## config.mk

```make
export PLATFORM = sky130hd
export DESIGN_NAME = decode_stage
export DESIGN_NICKNAME = d
export VERILOG_FILES = /design/src/rtl/decode_stage.sv
export SDC_FILE = /design/constraint.sdc
export NUM_CORES = 1
export LEC_CHECK = 0
export BUFFER_PORTS_ARGS = -buffer_cell sky130_fd_sc_hd__buf_4
export CORE_AREA = 2 2 135 84
export DETAILED_ROUTE_END_ITERATION = 7
export DIE_AREA = 0 0 137 86
export PLACE_DENSITY = 0.88
export SLEW_MARGIN = 15
export SYNTH_ARGS = -nofsm -noshare
export SYNTH_HDL_FRONTEND = slang
export SYNTH_SLANG_ARGS = --single-unit
```

## constraint.sdc

```tcl
create_clock -name clk -period 24.8 [get_ports clk]
set_input_delay 4.96 -clock clk [delete_from_list [all_inputs] [get_ports clk]]
set_output_delay 4.96 -clock clk [all_outputs]
set_load 0.01 [all_outputs]
```

## src/rtl/decode_stage.sv

```systemverilog
// Fetch-to-decode boundary: small {pc, instruction} FIFO with RV32I field decode of the head entry.
// Flush from writeback empties the FIFO; handshakes on both sides are valid/ready.
module decode_stage #(
  parameter int unsigned INS_SIZE = 32,
  parameter int unsigned PC_SIZE  = 32,
  parameter int unsigned DEPTH    = 2
) (
  input  logic                         clk,
  input  logic                         rst,
  input  logic                         fetch_valid_i,
  output logic                         fetch_ready_o,
  input  logic [PC_SIZE-1:0]           fetch_pc_i,
  input  logic [INS_SIZE-1:0]          fetch_instruction_i,
  input  logic                         flush_i,
  output logic                         dec_valid_o,
  input  logic                         dec_ready_i,
  output logic [PC_SIZE-1:0]           dec_pc_o,
  output logic [6:0]                   dec_opcode_o,
  output logic [4:0]                   dec_rd_o,
  output logic [4:0]                   dec_rs1_o,
  output logic [4:0]                   dec_rs2_o,
  output logic [2:0]                   dec_funct3_o,
  output logic [6:0]                   dec_funct7_o,
  output logic [31:0]                  dec_imm_o,
  output logic                         dec_illegal_o,
  output logic [$clog2(DEPTH+1)-1:0]   occupancy_o
);

  localparam int unsigned PTR_W = $clog2(DEPTH);
  localparam int unsigned CNT_W = $clog2(DEPTH+1);

  logic [PC_SIZE-1:0]  pc_mem_q  [DEPTH];
  logic [INS_SIZE-1:0] ins_mem_q [DEPTH];
  logic [PTR_W-1:0]    rd_ptr_q, rd_ptr_d;
  logic [PTR_W-1:0]    wr_ptr_q, wr_ptr_d;
  logic [CNT_W-1:0]    count_q, count_d;
  logic                push;
  logic                pop;
  logic [31:0]         ins;

  // Handshake flags come from the registered count only.
  assign fetch_ready_o = (count_q != CNT_W'(DEPTH));
  assign dec_valid_o   = (count_q != '0);
  assign occupancy_o   = count_q;

  assign push = fetch_valid_i & fetch_ready_o & ~flush_i;
  assign pop  = dec_valid_o & dec_ready_i & ~flush_i;

  // Pointer and count next-state; flush wins over push and pop.
  always_comb begin
    rd_ptr_d = rd_ptr_q;
    wr_ptr_d = wr_ptr_q;
    count_d  = count_q;
    if (flush_i) begin
      rd_ptr_d = '0;
      wr_ptr_d = '0;
      count_d  = '0;
    end else begin
      if (push) wr_ptr_d = wr_ptr_q + PTR_W'(1);
      if (pop)  rd_ptr_d = rd_ptr_q + PTR_W'(1);
      case ({push, pop})
        2'b10:   count_d = count_q + CNT_W'(1);
        2'b01:   count_d = count_q - CNT_W'(1);
        default: count_d = count_q;
      endcase
    end
  end

  always_ff @(posedge clk) begin
    if (rst) begin
      rd_ptr_q <= '0;
      wr_ptr_q <= '0;
      count_q  <= '0;
    end else begin
      rd_ptr_q <= rd_ptr_d;
      wr_ptr_q <= wr_ptr_d;
      count_q  <= count_d;
    end
  end

  // Storage needs no reset: entries are only observed while count marks them live.
  always_ff @(posedge clk) begin
    if (!rst && push) begin
      pc_mem_q[wr_ptr_q]  <= fetch_pc_i;
      ins_mem_q[wr_ptr_q] <= fetch_instruction_i;
    end
  end

  assign ins = ins_mem_q[rd_ptr_q][31:0];

  // Field and immediate decode of the head; everything reads zero while empty.
  always_comb begin
    dec_pc_o      = '0;
    dec_opcode_o  = '0;
    dec_rd_o      = '0;
    dec_rs1_o     = '0;
    dec_rs2_o     = '0;
    dec_funct3_o  = '0;
    dec_funct7_o  = '0;
    dec_imm_o     = '0;
    dec_illegal_o = 1'b0;
    if (dec_valid_o) begin
      dec_pc_o     = pc_mem_q[rd_ptr_q];
      dec_opcode_o = ins[6:0];
      dec_rd_o     = ins[11:7];
      dec_rs1_o    = ins[19:15];
      dec_rs2_o    = ins[24:20];
      dec_funct3_o = ins[14:12];
      dec_funct7_o = ins[31:25];
      case (ins[6:0])
        7'b0000011, 7'b0010011, 7'b1100111, 7'b1110011:
          dec_imm_o = {{20{ins[31]}}, ins[31:20]};
        7'b0100011:
          dec_imm_o = {{20{ins[31]}}, ins[31:25], ins[11:7]};
        7'b1100011:
          dec_imm_o = {{19{ins[31]}}, ins[31], ins[7], ins[30:25], ins[11:8], 1'b0};
        7'b0110111, 7'b0010111:
          dec_imm_o = {ins[31:12], 12'b0};
        7'b1101111:
          dec_imm_o = {{11{ins[31]}}, ins[31], ins[19:12], ins[20], ins[30:21], 1'b0};
        7'b0110011, 7'b0001111:
          dec_imm_o = '0;
        default:
          dec_illegal_o = 1'b1;
      endcase
    end
  end

endmodule

```

* Yosys cells after proc, flatten, opt, wreduce, memory -nomap -nowiden
Memories as Yosys holds them, arrays and structs flattened. A register that Yosys moved wholly into a read port is not among the register bits. Index checks and enable logic that the tools add are counted.
Operators by class: muxes and demuxes 18, reduce and logical (&&, ||, !) cells 8, bitwise logic cells 5, equality and inequality tests 14, $add $sub $neg 4
Operators by type and width (number):
- 32-bit one-hot mux with 5 select lines | 1
- 32-bit 2-to-1 mux | 2
- 7-bit == test (second input constant) | 4
- 7-bit by 6-bit == test with 1-bit output (second input constant) | 3
- 5-bit 2-to-1 mux | 3
- 7-bit by 5-bit == test with 1-bit output (second input constant) | 2
- 7-bit 2-to-1 mux | 2
- 11-bit OR reduction | 1
- 1-bit 2-to-1 mux | 8
- 7-bit by 2-bit == test with 1-bit output (second input constant) | 1
- 7-bit by 4-bit == test with 1-bit output (second input constant) | 1
- 1-bit bitwise AND | 4
- 2-bit one-hot mux with 2 select lines | 1
- 2-bit nonzero test | 2
- 2-bit OR reduction | 2
- 4-bit OR reduction | 1
- 3-bit 2-to-1 mux | 1
- 1-bit adder (second input constant) | 2
- 2-bit by 1-bit adder with 2-bit output (second input constant) | 1
- 2-bit by 1-bit == test with 1-bit output (second input constant) | 1
- 2-bit == test (second input constant) | 1
- 2-bit != test (second input constant) | 1
- 2-bit by 1-bit subtractor with 2-bit output (second input constant) | 1
- 1-bit logical AND | 1
- 2 further kinds | 2
Word-level totals: logic and storage cells 54, register bits 4, bits of input ports 69, memories kept 2, bits in writable memories 128, output and inout bits 101
Memory list:
- ins_mem_q | depth 2, width 32, rd ports 1, clocked after memory_dff 1, write ports 1, RTL line 33 | logic [INS_SIZE-1:0] ins_mem_q [DEPTH];
- pc_mem_q | depth 2, width 32, rd ports 1, clocked after memory_dff 1, write ports 1, RTL line 32 | logic [PC_SIZE-1:0] pc_mem_q [DEPTH];

* Longest topological paths before layout
Gate-level depths: netlist (run 1).
depth in word-level cells 6, gate-level depth with buffers 9, gate-level depth less buffers 9

* Least setup slack after synthesis (run 1)
Ideal clock, no wire load.
path type input to register, start point in flush_i, end point mem ins_mem_q[1][0] (enable), stages 2, data required time 24.134 ns, path slack 12.299 ns, arrival time 11.835 ns, setup time 0.666 ns, buffers on the path 1, cell sequence clkbuf_1 > nor4b_1
On the way: longest elaborated chain between the ends 5
Ends and longest elaborated chain:
- start, declared | RTL line 14 | input logic flush_i,
- 1-bit inverter | RTL line 46 | assign push = fetch_valid_i & fetch_ready_o & ~flush_i;
- 1-bit bitwise AND | RTL line 46
- 1-bit logical AND | RTL line 83 | if (!rst && push) begin
- 1-bit 2-to-1 mux | RTL line 83
- 1-bit 2-to-1 mux (implied by the code) | RTL line 85 | ins_mem_q[wr_ptr_q] <= fetch_instruction_i;
- end, declared | RTL line 33
No other way between the ends.

==> reports/metrics.cfg, run 1 <==
[drt]
wl_per_cell_um = 18.5
drt_iter0_markers = 253
first_pass_iters = 4
drt-total-wl_um = 13400
drc_errors = 0
vias_per_cell = 5.45
antenna_left = 0
num_vias = 3946

[global_route]
globalRoute.totalOverflow = 0
grt_max_degree = 74
busiest_layer = met2
grt.total_usage = 0.232
antenna_found_initial = 0
grtUsageMet3 = 0.0833
grt_use_met1 = 0.292
grt_pass1_wl_um = 20100
grt_use_met2 = 0.361
grt_pass1_vias = 3960

[worst_setup_path]
cp_max_fo = 30
endpoint = dec_imm_o[0]
reg2reg_depth = 10
worst_r2r_startpoint = occupancy_o[1]$_SDFFE_PP0P_
r2r_slack_ps = 22240
start_kind = flip-flop
rr_endpoint = occupancy_o[1]$_SDFFE_PP0P_
critPathCaptureType = primary output
cp.required_ps = 19840
criticalPathCategory = flip-flop to primary output
worst_ep_arrival_time_ps = 3250

[clock_tree]
htreeDepth = 4
clk_latency_ps = 400
ctsResizeCount = 0
root_buffer = clkbuf_16
cts_tree = done
cts_buffer_depth = 2
clock_sinks = 133
clk_pin_slew_ps = 60
post-cts-setup-buffers = 0
hold_buffers = 0
numCtsBuffers = 17

[die]
coreArea_mm2 = 0.0105
die-height_um = 86
ios = 170
die_w_um = 137
num_rows = 29
start_util = 0.555
die_area_mm2 = 0.0118

[timing]
setup_viol_count_final = 0
fin_crit_ps = 8210
max_freq_mhz = 122
hold_viol = 0
slew_violations = 0
finClkSkew_ps = 5.21
maxSlewHeadroom = 0.243
min_period_over_period = 0.331
tightest_slew_ps = 1130
fin_setup_tns_ps = 0
rsz0062_at_grt = no

[synth]
postSynthAreaPerCell_um2 = 14.6
syn_inst = 398
synth_area_leaders = edfxtp_1 (66%), mux2i_1 (10%), nor2_1 (4.6%), dfxtp_1 (1.7%), o21ai_2 (1.7%)
yosysSeqAreaShare = 0.680
synth_edf_count = 128
ys_types = 50
synth_largest_area_cell = edfxtp_1
synthFlopType = edfxtp_1
yosys-top-cells-count = edfxtp_1 (128), nor2_1 (71), mux2i_1 (60), nor3_1 (14), o21ai_2 (11)
yosysWarningCount = 0
synth_nets = 468
yosysMostFrequentCell = edfxtp_1
async_flop_share = 0
syn_area_mm2 = 0.00580
synth-seq-cells = 133
synth_top_area_frac = 0.662

[placement]
dp.cells = 692
dp_hpwl_um = 9140
place_congestion = 0.983
io_buffer_count = 169

[cells_and_area]
drive_gt1_frac = 0.426
final_cells = 724
layout.nets = 642
syn2layout_area_growth_pct = 35.0
fillers = 647
antenna_cells = 0

[hold_path]
hold_path_class = flip-flop to flip-flop

[power_and_ir_drop]
p_per_area_mw_per_mm2 = 69.4
p_leak_nw = 2.87
vdd_drop_max_uv = 64.4

[status]
status = finished, final reports clean

[run]
cap_violations = 0

## layer usage
layer,vias to the layer above,share of wire,routed length (um)
li1,1844,-,-
met1,1868,0.39,5280
met2,213,0.48,6470
met3,21,0.11,1420
met4,0,0.016,218
met5,-,0,0
## kinds of logic after synthesis
logic type	share of synthesized area
and+or+nand+nor	0.105
buffers and inverters	0.0196
adders and majority gates	0.00216
DFF	0.680
xor gates and xnor gates	0.00906
AOI/OAI and AO/OA	0.0621
muxes	0.122
## where the power goes
group,switching [mW],internal [mW]
combinational,0.0169,0.0153
sequential,0.00164,0.251
clock,0.0979,0.161
total,0.116,0.427
## flip-flops by register name, indices dropped and copies added, names as in the netlist, named ones only
signal / count
occupancy_o: 2
pc_mem_q: 64
rd_ptr_q: 1
wr_ptr_q: 1
ins_mem_q: 64
## layout by cell type (no fill, tap or decap), types with 5 or more instances in the layout
cell type  Yosys  final
nor3_1        14     14
nand2_1        9      9
nand2b_1       7      7
mux2_2         5      5
clkbuf_16      0     17
inv_6          0      7
buf_4          1    176
o21ai_2       11     11
edfxtp_1     128    128
nor2_1        71     70
a21oi_2       10     10
mux2i_1       60     60
## through the flow
| step | instance area (um2) | utilization | power, mW | hold WS, ps | worst slack [ps] |
|---|---|---|---|---|---|
| 4_1_cts | 7840 | 0.750 | 0.546 | 575 | 16620 |
| 3_3_place_gp | 7220 | 0.691 | 0.288 | 540 | 17250 |
| 5_1_grt | 7840 | 0.750 | 0.561 | 607 | 16400 |
| 6_report | 7840 | 0.750 | 0.544 | 586 | 16590 |
| 3_5_place_dp | 7220 | 0.691 | 0.289 | 561 | 17080 |
| 2_1_floorplan | 5800 | - | 0.271 | 520 | 12300 |
## final cells by class
class | count | area, um2 | share of cell area
flip-flops and latches | 133 | 3950 | 0.504
clock inverters | 15 | 191 | 0.0244
clock buffers | 17 | 425 | 0.0543
repair buffers | 176 | 1320 | 0.169
inverters | 1 | 3.75 | 0.000479
well taps | 139 | 174 | 0.0222
multi-input cells | 243 | 1770 | 0.226
## how the worst min path moves through the flow
stage / to / cells after the start / from / slack (ps)
detailed placement: rd_ptr_q$_SDFFE_PP0P_ / 2 / rd_ptr_q$_SDFFE_PP0P_ / 560
floorplan: flip-flop / 2 / rd_ptr_q$_SDFFE_PP0P_ / 520
finish: rd_ptr_q$_SDFFE_PP0P_ / 2 / rd_ptr_q$_SDFFE_PP0P_ / 590
CTS: rd_ptr_q$_SDFFE_PP0P_ / 2 / rd_ptr_q$_SDFFE_PP0P_ / 580
global route: rd_ptr_q$_SDFFE_PP0P_ / 2 / rd_ptr_q$_SDFFE_PP0P_ / 610
global placement: rd_ptr_q$_SDFFE_PP0P_ / 2 / rd_ptr_q$_SDFFE_PP0P_ / 540
## critical path: stages (launching register included)
cell	delay, ps
dfxtp_4	630
mux2i_1	550
or4_4	270
o211ai_4	130
o311ai_2	950
a21oi_1	110
buf_4	200
(Power assumes the default switching activity.)
==> run 2, diff against run 1 <==
- CORE_AREA: 2 2 135 84 -> 2 2 140 87
- DIE_AREA: 0 0 137 86 -> 0 0 142 89
- PLACE_DENSITY: 0.88 -> 0.83
- clock period: 24.8 -> 7.6 ns (I/O delays scaled with it)
==> run 2 against run 1 <==
  * Hold slack better by 5.7 ps
  * Clock power grew to 2.8 times the previous value
  * Sequential power grew to 3.3 times the previous value
  * Global-route usage is 1.5 points lower
  * Total power grew to 3.1 times the previous value
  * Combinational power grew to 3.3 times the previous value
  * Clock-buffer cell count is 1 higher
  * Clock skew is 4.1 ps higher
  * Largest cell class unchanged
  * Highest routed layer unchanged
==> reports/metrics.cfg, run 2 (synthesized netlist as in run 1, its figures left out) <==
[clock_tree]
cts_tree = done
ctsResizeCount = 0  ; unchanged
root_buffer = clkbuf_16
clk_latency_ps = 400  ; about the same
clk_pin_slew_ps = 60  ; about the same
htreeDepth = 4  ; unchanged
post-cts-setup-buffers = 0  ; unchanged
cts_buffer_depth = 2  ; unchanged
numCtsBuffers = 17  ; unchanged
clock_sinks = 133  ; unchanged
hold_buffers = 0  ; unchanged

[worst_setup_path]
reg2reg_depth = 10  ; unchanged
critPathCaptureType = primary output
cp.required_ps = 6080  ; -13760 ps
cp_max_fo = 45  ; +50%
worst_r2r_startpoint = occupancy_o[1]$_SDFFE_PP0P_
r2r_slack_ps = 4770  ; -17470 ps
rr_endpoint = occupancy_o[1]$_SDFFE_PP0P_
criticalPathCategory = flip-flop to primary output
endpoint = dec_imm_o[0]
start_kind = flip-flop
worst_ep_arrival_time_ps = 3740  ; +490 ps

[cells_and_area]
drive_gt1_frac = 0.421  ; -0.00513
layout.nets = 642  ; unchanged
mostFrequentLayoutCells = buf_4 (176), edfxtp_1 (128), nor2_1 (70), mux2i_1 (60), clkbuf_16 (17)
syn2layout_area_growth_pct = 34.2
antenna_cells = 0  ; unchanged
final_common_cell = buf_4

[drt]
vias_per_cell = 5.36  ; -1.6%
drt-total-wl_um = 13600  ; +1.7%
drc_errors = 0  ; unchanged
drt_iter0_markers = 260  ; +2.8%
num_vias = 3910  ; -0.91%
first_pass_iters = 4  ; unchanged
wl_per_cell_um = 18.7  ; +1.0%
antenna_left = 0  ; unchanged

[timing]
fin_setup_tns_ps = 0  ; unchanged
maxSlewHeadroom = 0.410  ; +0.167
finClkSkew_ps = 9.35  ; +4.14 ps
setup_viol_count_final = 0  ; unchanged
slew_violations = 0  ; unchanged
hold_viol = 0  ; unchanged
fin_crit_ps = 5260
max_freq_mhz = 190
min_period_over_period = 0.692
hold_ws_ps = 591  ; +5.66 ps
tightest_slew_ps = 885  ; -248 ps
rsz0062_at_grt = no

[global_route]
grt_pass1_wl_um = 20100  ; -0.13%
grt_pass1_vias = 3767  ; -4.9%
globalRoute.totalOverflow = 0  ; unchanged
grt_max_degree = 65  ; -12%
antenna_found_initial = 0  ; unchanged
grt.total_usage = 0.217  ; -0.0153

[status]
status = finished, final reports clean

[die]
ios = 170  ; unchanged
start_util = 0.517  ; -0.0383
die-height_um = 89  ; +3.5%
coreArea_mm2 = 0.0112  ; +7.4%
die_w_um = 142  ; +3.6%
num_rows = 30  ; +3.4%
die_area_mm2 = 0.0126  ; +7.3%

[run]
cap_violations = 0  ; unchanged

[placement]
place_congestion = 0.941  ; -4.3%
dp_hpwl_um = 9500  ; +3.9%
io_buffer_count = 169  ; unchanged

[power_and_ir_drop]
p_leak_nw = 2.82  ; -1.5%
vdd_drop_max_uv = 165  ; +160%
p_per_area_mw_per_mm2 = 214  ; +210%

[hold_path]
hold_path_class = flip-flop to flip-flop

run 2: cell type report:
class / count / area [um2]
fillers: 799 / 3440
clock inverters: 14 / 113
multi-input cells: 243 / 1790
inverters: 1 / 3.75
well taps: 144 / 180
flip-flops and latches: 133 / 3950
repair buffers: 176 / 1320
clock buffers: 18 / 429
run 2: per-layer routing:
| metal | global-route usage | wire length, um | vias to the layer above |
|---|---|---|---|
| met3 | 0.0707 | 1130 | 18 |
| li1 | - | - | 1843 |
| met4 | 0.0764 | 168 | 0 |
| met5 | 0 | 0 | - |
| met2 | 0.342 | 6330 | 183 |
| met1 | 0.288 | 5990 | 1866 |
run 2: stage by stage:
stage	instance area (um2)	setup WS, ps	utilization	std cells	total power, mW
6_report	7780	2340	0.694	729	1.67
5_1_grt	7780	2100	0.694	729	1.73
4_1_cts	7780	2320	0.694	729	1.68
3_5_place_dp	7240	2780	0.645	697	0.946
3_3_place_gp	7240	2880	0.645	697	0.941
2_1_floorplan	5810	1780	-	398	0.884
run 2: power breakdown:
| part | internal, mW | total (mW) | leakage (nW) | switching [mW] |
|---|---|---|---|---|
| logic | 0.0500 | 0.105 | 1.37 | 0.0551 |
| registers | 0.820 | 0.825 | 1.20 | 0.00575 |
| clock network | 0.445 | 0.738 | 0.255 | 0.292 |
| total | 1.31 | 1.67 | 2.82 | 0.353 |
run 2: worst min path at each step:
| stage | from | to | slack, ps | depth (start not counted) |
|---|---|---|---|---|
| global route | rd_ptr_q$_SDFFE_PP0P_ | rd_ptr_q$_SDFFE_PP0P_ | 630 | 2 |
| detailed placement | rd_ptr_q$_SDFFE_PP0P_ | rd_ptr_q$_SDFFE_PP0P_ | 600 | 2 |
| floorplan | rd_ptr_q$_SDFFE_PP0P_ | flip-flop | 520 | 2 |
| finish | rd_ptr_q$_SDFFE_PP0P_ | rd_ptr_q$_SDFFE_PP0P_ | 590 | 2 |
| global placement | rd_ptr_q$_SDFFE_PP0P_ | rd_ptr_q$_SDFFE_PP0P_ | 540 | 2 |
| CTS | rd_ptr_q$_SDFFE_PP0P_ | rd_ptr_q$_SDFFE_PP0P_ | 610 | 2 |
run 2: critical path, cell delays in order (launching register included):
cell and delay [ps]:
dfxtp_4 700, buf_4 690, mux2i_1 340, or4_4 630, o211ai_4 290, o311ai_2 120
buf_4 230, a21oi_1 140, buf_4 140
==> run 3, diff against run 2 <==
- CORE_AREA: 2 2 140 87 -> 2 2 147 92
- DIE_AREA: 0 0 142 89 -> 0 0 149 94
- PLACE_DENSITY: 0.83 -> 0.79
- clock period: 7.6 -> 4.4 ns (I/O delays scaled with it)
==> run 3 against run 2 <==
  * Hold slack improved by 13 ps
  * Worst setup slack worse by 1700 ps
  * Clock-buffer cell count is 1 lower
  * Die area grew 11%
  * Sequential share of layout area down 0.39 points
  * Critical path depth shrank 2
  * Core utilization is 7.0 points lower
  * Largest power group unchanged
==> reports/metrics.cfg, run 3 (synthesized netlist as in run 1, its figures left out) <==
[status]
status = finished, final reports clean

[timing]
tightest_slew_ps = 996  ; +111 ps
setup_viol_count_final = 0  ; unchanged
slew_violations = 0  ; unchanged
min_period_over_period = 0.847
finClkSkew_ps = 4.71  ; -4.64 ps
fin_crit_ps = 3730
hold_viol = 0  ; unchanged
hold_ws_ps = 605  ; +13.3 ps
rsz0062_at_grt = no
maxSlewHeadroom = 0.336  ; -0.0739
max_freq_mhz = 268

[die]
coreArea_mm2 = 0.0126  ; +12%
die_w_um = 149  ; +4.9%
die-height_um = 94  ; +5.6%
die_area_mm2 = 0.0140  ; +11%
num_rows = 32  ; +6.7%
start_util = 0.461  ; -0.0555
ios = 170  ; unchanged

[worst_setup_path]
criticalPathCategory = flip-flop to primary output
worst_r2r_startpoint = occupancy_o[0]$_SDFFE_PP0P_
rr_endpoint = pc_mem_q[1][3]$_DFFE_PP_
start_kind = flip-flop
worst_ep_arrival_time_ps = 2850  ; -890 ps
critPathCaptureType = primary output
reg2reg_depth = 4  ; -6
cp.required_ps = 3520  ; -2560 ps
r2r_slack_ps = 2400  ; -2370 ps
cp_max_fo = 20  ; -56%

[drt]
num_vias = 3909  ; -0.026%
vias_per_cell = 5.18  ; -3.5%
antenna_left = 0  ; unchanged
drc_errors = 0  ; unchanged
first_pass_iters = 4  ; unchanged
wl_per_cell_um = 17.9  ; -4.0%
drt_iter0_markers = 207  ; -20%
drt-total-wl_um = 13500  ; -0.62%

[cells_and_area]
syn2layout_area_growth_pct = 35.2
final_core_util = 0.624  ; -0.0696
final_cells = 755  ; +3.6%
drive_gt1_frac = 0.426  ; +0.00513
mostFrequentLayoutCells = buf_4 (177), edfxtp_1 (128), nor2_1 (70), mux2i_1 (60), clkbuf_16 (17)
antenna_cells = 0  ; unchanged
final_common_cell = buf_4
layout.nets = 643  ; +0.16%

[power_and_ir_drop]
p_seq_frac = 0.485  ; -0.010
combPwrFrac = 0.062  ; about the same
p_leak_nw = 2.85  ; +1.1%
p_total_mw = 2.94  ; +76%
internal_power_mw = 2.33  ; +77%
clockPowerShare = 0.453  ; +0.011
p_per_area_mw_per_mm2 = 375  ; +75%
net-switching-power_mw = 0.609  ; +73%
vdd_drop_max_uv = 266  ; +61%
switching_share = 0.207  ; -0.00426

[hold_path]
hold_depth = 2  ; unchanged
hold_path_class = flip-flop to flip-flop
worstHoldStart = rd_ptr_q$_SDFFE_PP0P_

[clock_tree]
clk_latency_ps = 400  ; about the same
clock_sinks = 133  ; unchanged
clk_pin_slew_ps = 50  ; about the same
ctsResizeCount = 0  ; unchanged
hold_buffers = 0  ; unchanged
root_buffer = clkbuf_16
cts_tree = done
htreeDepth = 4  ; unchanged
numCtsBuffers = 17  ; unchanged
cts_buffer_depth = 2  ; unchanged
post-cts-setup-buffers = 0  ; unchanged

[global_route]
grt_max_degree = 73  ; +12%
antenna_found_initial = 0  ; unchanged
grt_pass1_vias = 3929  ; +4.3%
grt.total_usage = 0.196  ; -0.0206
globalRoute.totalOverflow = 0  ; unchanged
grt_pass1_wl_um = 20300  ; +1.1%

[placement]
dp_hpwl_um = 9510  ; +0.11%
dp.cells = 724  ; +3.9%
place_congestion = 0.913  ; -3.0%
io_buffer_count = 169  ; unchanged

[run]
cap_violations = 0  ; unchanged

==> run 3: cell count changes in the layout (fill, tap and decap cells not counted), sizes merged <==
cell | before | now
buf | 176 | 177
bufinv | 1 | 2
clkbuf | 18 | 17
clkinv | 8 | 9
clkinvlp | 4 | 1
inv | 2 | 3
==> run 3: cell type report <==
| cell class | count | area, um2 |
|---|---|---|
| inverters | 1 | 3.75 |
| multi-input cells | 243 | 1790 |
| clock buffers | 17 | 425 |
| clock inverters | 14 | 136 |
| fillers | 982 | 4730 |
| well taps | 170 | 213 |
| flip-flops and latches | 133 | 3950 |
| repair buffers | 177 | 1330 |
==> run 3: critical path, cell delays in order (launching register included) <==
cell	delay [ps]
dfxtp_4	510
mux2i_1	530
or4_4	260
o211ai_4	130
a21oi_2	430
nor4b_1	380
buf_4	190
==> run 3: worst max-delay path by stage <==
stage | start | endpoint | slack (ps) | depth (start not counted)
3_5_place_dp | flip-flop | dec_imm_o[20] | 1060 | 7
4_1_cts | flip-flop | dec_imm_o[20] | 620 | 7
3_3_place_gp | flip-flop | dec_imm_o[20] | 1130 | 7
6_report | flip-flop | dec_illegal_o | 670 | 6
5_1_grt | flip-flop | dec_imm_o[20] | 470 | 7
2_1_floorplan | flush_i | ins_mem_q[1][0]$_DFFE_PP_ | -780 | 2
==> run 3: power by group through the flow <==
stage          sequential (mW)  clock, mW  combinational [mW]
4_1_cts                   1.42       1.36               0.183
6_report                  1.42       1.33               0.181
3_3_place_gp              1.45          0               0.175
2_1_floorplan             1.45          0              0.0770
5_1_grt                   1.43       1.41               0.197
3_5_place_dp              1.45          0               0.182
==> run 3: metal layers <==
metal | routed length, um | GRT usage | vias to the layer above
met4 | 64 | 0.0635 | 0
li1 | - | - | 1851
met5 | 0 | 0 | -
met3 | 1520 | 0.0680 | 6
met2 | 6180 | 0.310 | 187
met1 | 5760 | 0.256 | 1865
==> run 3: stage by stage <==
stage          setup slack, ps  TNS (ps)  area [um2]
2_1_floorplan             -784    -99760        5810
4_1_cts                    616         0        7840
3_3_place_gp              1130         0        7280
5_1_grt                    474         0        7840
6_report                   674         0        7840
3_5_place_dp              1060         0        7280
